<file path="src/rtl/pacman_game_ctrl.sv">
// Pac-Man game sequencer: INI/PLAY/WIN/LOSE state machine, move-tick pacing
// and button/wall arbitration producing one granted step direction per tick.
module pacman_game_ctrl #(
    parameter int TICK_DIV  = 10000,
    parameter int WIN_SCORE = 30
) (
    input  logic        clk,
    input  logic        reset,
    input  logic        start,
    input  logic        ack,
    input  logic        Left,
    input  logic        Up,
    input  logic        Right,
    input  logic        Down,
    input  logic [3:0]  cgDirections,
    input  logic [15:0] score,
    input  logic        lose,
    output logic        qInit,
    output logic        qPlay,
    output logic        qWin,
    output logic        qLose,
    output logic        resetW,
    output logic        moveTick,
    output logic [3:0]  moveDir,
    output logic [3:0]  curDir
);

    // One-hot encoding lets the state flops drive the q* outputs directly.
    typedef enum logic [3:0] {
        S_INI  = 4'b0001,
        S_PLAY = 4'b0010,
        S_WIN  = 4'b0100,
        S_LOSE = 4'b1000
    } state_t;

    localparam logic [19:0] TICK_LAST = 20'(TICK_DIV - 1);
    localparam logic [15:0] WIN_THR   = 16'(WIN_SCORE);

    state_t      state;
    logic [19:0] cnt;
    logic [3:0]  pending;
    logic [3:0]  btn;
    logic        btn_one;
    logic [3:0]  req;

    assign btn     = {Left, Up, Right, Down};
    assign btn_one = (btn != 4'd0) && ((btn & (btn - 4'd1)) == 4'd0);
    // A lone button both requests and is remembered; otherwise fall back to memory.
    assign req     = btn_one ? btn : pending;

    assign qInit  = state[0];
    assign qPlay  = state[1];
    assign qWin   = state[2];
    assign qLose  = state[3];
    assign resetW = state[0];

    always_ff @(posedge clk) begin
        if (reset) begin
            state    <= S_INI;
            cnt      <= 20'd0;
            pending  <= 4'd0;
            curDir   <= 4'd0;
            moveTick <= 1'b0;
            moveDir  <= 4'd0;
        end else begin
            moveTick <= 1'b0;
            moveDir  <= 4'd0;
            case (state)
                S_INI: begin
                    cnt     <= 20'd0;
                    pending <= 4'd0;
                    curDir  <= 4'd0;
                    if (start) state <= S_PLAY;
                end
                S_PLAY: begin
                    if (lose || score >= WIN_THR) begin
                        // Leaving PLAY suppresses any tick due this cycle.
                        state   <= lose ? S_LOSE : S_WIN;
                        cnt     <= 20'd0;
                        pending <= 4'd0;
                        curDir  <= 4'd0;
                    end else begin
                        pending <= req;
                        if (cnt == TICK_LAST) begin
                            cnt      <= 20'd0;
                            moveTick <= 1'b1;
                            if (req != 4'd0 && (req & cgDirections) == 4'd0) begin
                                moveDir <= req;
                                curDir  <= req;
                                pending <= 4'd0;
                            end else if (curDir != 4'd0 && (curDir & cgDirections) == 4'd0) begin
                                moveDir <= curDir;
                            end else begin
                                curDir <= 4'd0;
                            end
                        end else begin
                            cnt <= cnt + 20'd1;
                        end
                    end
                end
                S_WIN, S_LOSE: begin
                    cnt     <= 20'd0;
                    pending <= 4'd0;
                    curDir  <= 4'd0;
                    if (ack) state <= S_INI;
                end
                default: state <= S_INI;
            endcase
        end
    end

endmodule

</file>
<file path="config.mk">
export PLATFORM = sky130hd
export DESIGN_NAME = pacman_game_ctrl
export DESIGN_NICKNAME = d
export VERILOG_FILES = /design/src/rtl/pacman_game_ctrl.sv
export SDC_FILE = /design/constraint.sdc
export NUM_CORES = 1
export LEC_CHECK = 0
export ABC_AREA = 1
export CAP_MARGIN = 10
export CORE_ASPECT_RATIO = 0.9
export CORE_MARGIN = 4
export CORE_UTILIZATION = 30
export CTS_BUF_LIST = sky130_fd_sc_hd__clkbuf_8
export DETAILED_ROUTE_END_ITERATION = 7
export HOLD_SLACK_MARGIN = 0.06
export PLACE_DENSITY = 0.51
export SLEW_MARGIN = 20
export SYNTH_ARGS = -nofsm -noshare
export SYNTH_HDL_FRONTEND = slang
export SYNTH_SLANG_ARGS = --single-unit
</file>
<file path="constraint.sdc">
create_clock -name clk -period 2.3 [get_ports clk]
set_clock_uncertainty 0.1 [all_clocks]
set_input_delay 0.46 -clock clk [delete_from_list [all_inputs] [get_ports clk]]
set_output_delay 0.46 -clock clk [all_outputs]
set_load 0.02 [all_outputs]
</file>
==> summary.md, run 1 <==
| Metric | Value |
|---|---|
| Met2 usage | `about 20%` |
| # Max-Cap Violations | `0` |
| Fmax | `roughly 0.49 GHz` |
| Post-Synthesis Cells | `334` |
| Post-synth EDFFs | `0` |
| TNS Setup | `0 ns` |
| CORE AREA | `approximately 7500 um2` |
| Minimum clock period | `about 2.0 ns` |
| Total GRT Usage | `between 10% and 20%` |
| Post-CTS setup buffers | `0` |
| Most frequent cells after synthesis | `nand2_1 (66), dfxtp_1 (37), inv_1 (32), nor2_1 (32), nand3_1 (30)` |
| CTS tree | `done` |
| Slowest cell on the critical path | `clkdlybuf4s50_1` |
| Root buffer cell | `clkbuf_8` |
| Layout cells sized above 1 | `between 10% and 20%` |
| Num CTS Buffers | `5` |
| Routability Congestion | `0.803` |
| Clock-pin slew on the worst setup and hold paths | `0.07 ns` |
| Worst Setup Path Type | `in -> reg` |
| FILL cells | `809` |
| Hpwl dp | `between 4 and 5 mm` |
| WP data arrival | `2.11 ns` |
| First-pass GRT wire length | `roughly 9.5 mm` |
| Final net count | `~420` |
| Status | `completed` |
| Top cells by area, synth | `dfxtp_1 (32%), nand2_1 (11%), nand3_1 (6.5%), a21oi_1 (5.2%), inv_1 (5.2%)` |
| Synth area leader | `dfxtp_1` |
| Synth async-reset ratio | `0%` |
| Most frequent cell after synthesis | `nand2_1` |
| Die width | `between 100 and 150 um` |
| Die Ht | `around 91 um` |
| First drt pass iteration count | `5` |
| Antenna Nets Post-Route | `0` |
| Area Overhead vs Synth | `28.5%` |
| Delay of the slowest critical-path stage | `around 0.52 ns` |
| Register area | `roughly 740 um2` |
| Avg Cell Area, Syn | `just under 7 um2` |
| CP Max Fanout | `6` |
| I/O Pins | `43` |
| ANT cells | `0` |
| WL final | `between 5 and 6 mm` |
| CTS Sinks | `37` |
| M1 GR Usage | `around 17%` |
| Final setup viols | `0` |
| Violation count after the first detailed-route iteration | `between 100 and 150` |
| WL/cell | `approximately 12 um` |
| H-tree level count | `2` |
| Routed vias | `about 2300` |
| DIE AREA | `~9000 um2` |
| Post-synth top flop | `dfxtp_1` |
| Crit start category | `primary input` |
| Vias in the first global route | `around 2000` |
| Post-Syn Area | `~2300 um2` |
| Hold Crit Class | `reg -> reg` |
| Synth warn | `0` |
| Power per cell area | `approximately 550 nW/um2` |
| CP cell instances | `clkdlybuf4s50_1, inv_2, nand2_4, nand2_2, nand2_4, nand3_1, nand3_1, nand2_2, nor2_4, nand2_4, nand2_2, nand2_1, nand2_1, a21oi_2` |
| Tcrit/Tclk final | `roughly nine tenths` |
| Overflow after GRT | `0` |
| Cts hold-fix bufs | `0` |
| Seq/Total Area, Yosys | `between 30% and 40%` |
| Met3 Usage GRT | `under 10%` |
| Maximum root-to-sink buffer count | `2` |
| Relative slew slack | `between 70% and 80%` |
| Hold Violations, Final | `0` |
| Resized cells post-CTS | `0` |
| Crit path capture type | `register` |
| Synth top area share | `between 30% and 40%` |
| Pins Over Slew Limit | `0` |
| CP required | `roughly 2.4 ns` |
| Drt via density | `between 4 and 5` |
| Most Crowded Layer GR | `met2` |
| Mapped Nets | `around 360` |
| DRC | `0` |
| Unique masters post-synth | `43` |
| Initial antenna violation count | `0` |
| Largest net degree at the start of global routing | `19` |
| Clk Latency, worst-skew pair | `0.29 ns` |
| RSZ-0062 raised after global routing | `no` |
| Port bufs | `41` |
| Worst-Margin Slew | `about 0.4 ns` |
| Row cnt | `30` |
| Effective utilization at floorplan | `a little under a third` |
| FF+latch count, synth | `37` |
| LEAKAGE | `1.12 nW` |
| Max IR drop VDD | `roughly 0.00022 V` |
| Area occupied by multi-input gates | `1350 um2` |
| Pwr Total | `1.64 mW` |
-- per-stage QoR --
stage	instance area (um2)	setup WS, ns	instances	hold slack [ns]	utilization [%]
finish	2960	0.267	482	0.368	39.5
CTS	2960	0.272	482	0.372	39.5
global placement	2860	-0.00994	474	0.356	38.1
floorplan	2300	0.576	334	0.344	-
detailed placement	2860	-0.0298	474	0.361	38.1
global route	2960	0.0949	482	0.398	39.5
-- where the power goes --
group	total, mW	internal (mW)	leakage [nW]	switching, mW
logic	0.462	0.181	0.768	0.281
registers	0.677	0.657	0.299	0.0198
clock network	0.501	0.271	0.0542	0.230
-- worst max-delay path, delay by kind of cell --
kind / cells / cell delay [ns]
AOI/OAI and AO/OA: 1 / 0.05
buffers and inverters: 2 / 0.59
and+or+nand+nor: 11 / 1.01
-- cells in the final DEF, fill, tap and decap left out, types with 10 or more instances in the layout --
cell,instances
dfxtp_1,37
inv_1,32
clkdlybuf4s50_1,41
nand2_1,66
buf_4,10
nand3_1,30
o21ai_0,10
nand2_2,12
nor2_1,32
nor3_1,10
a21oi_1,24
-- flip-flops by register name, indices dropped and copies added, names as in the netlist --
| name | count |
|---|---|
| moveDir | 4 |
| curDir | 4 |
| state | 4 |
| moveTick | 1 |
| pending | 4 |
| cnt | 20 |
-- cell families (layout without fill, tap and decap cells) --
kind of cell / count (synthesis) / in the layout / synth area share (%)
xor gates and xnor gates: 2 / 2 / 0.760
AOI/OAI and AO/OA: 54 / 54 / 13.8
adders and majority gates: 1 / 1 / 0.543
buffers and inverters: 49 / 101 / 9.12
and+or+nand+nor: 191 / 191 / 43.6
DFF: 37 / 37 / 32.1
-- area by class of cell --
type	instances	area share (%)
timing repair buffer	51	16.4
sequential	37	25.0
clock inverter	1	0.169
tap	96	4.06
multi-input combinational	248	45.7
clock buffer	7	3.25
inverter	42	5.41
-- final timing paths --
| kind | endpoint | from | slack, ns | depth (start not counted) |
|---|---|---|---|---|
| setup reg to reg | cnt[16] | cnt[0] | 0.28 | 11 |
| hold reg to reg | pending[2] | pending[2] | 0.37 | 2 |
| setup / recovery | curDir[2] | Right | 0.27 | 14 |
| hold / removal | pending[2] | pending[2] | 0.37 | 2 |
-- routing by layer --
metal / vias up / wire length (um)
met5: - / 0
met4: 0 / 35
met3: 2 / 300
met2: 45 / 2570
met1: 1006 / 2790
li1: 1216 / -
Note: power is estimated with default switching activity, not from simulation.
==> inputs of run 2 (changes only) <==
Settings changed: SLEW_MARGIN 20 to unset.
==> results of run 2 <==
Final layout, timing and power as in run 1 (identical DEF).
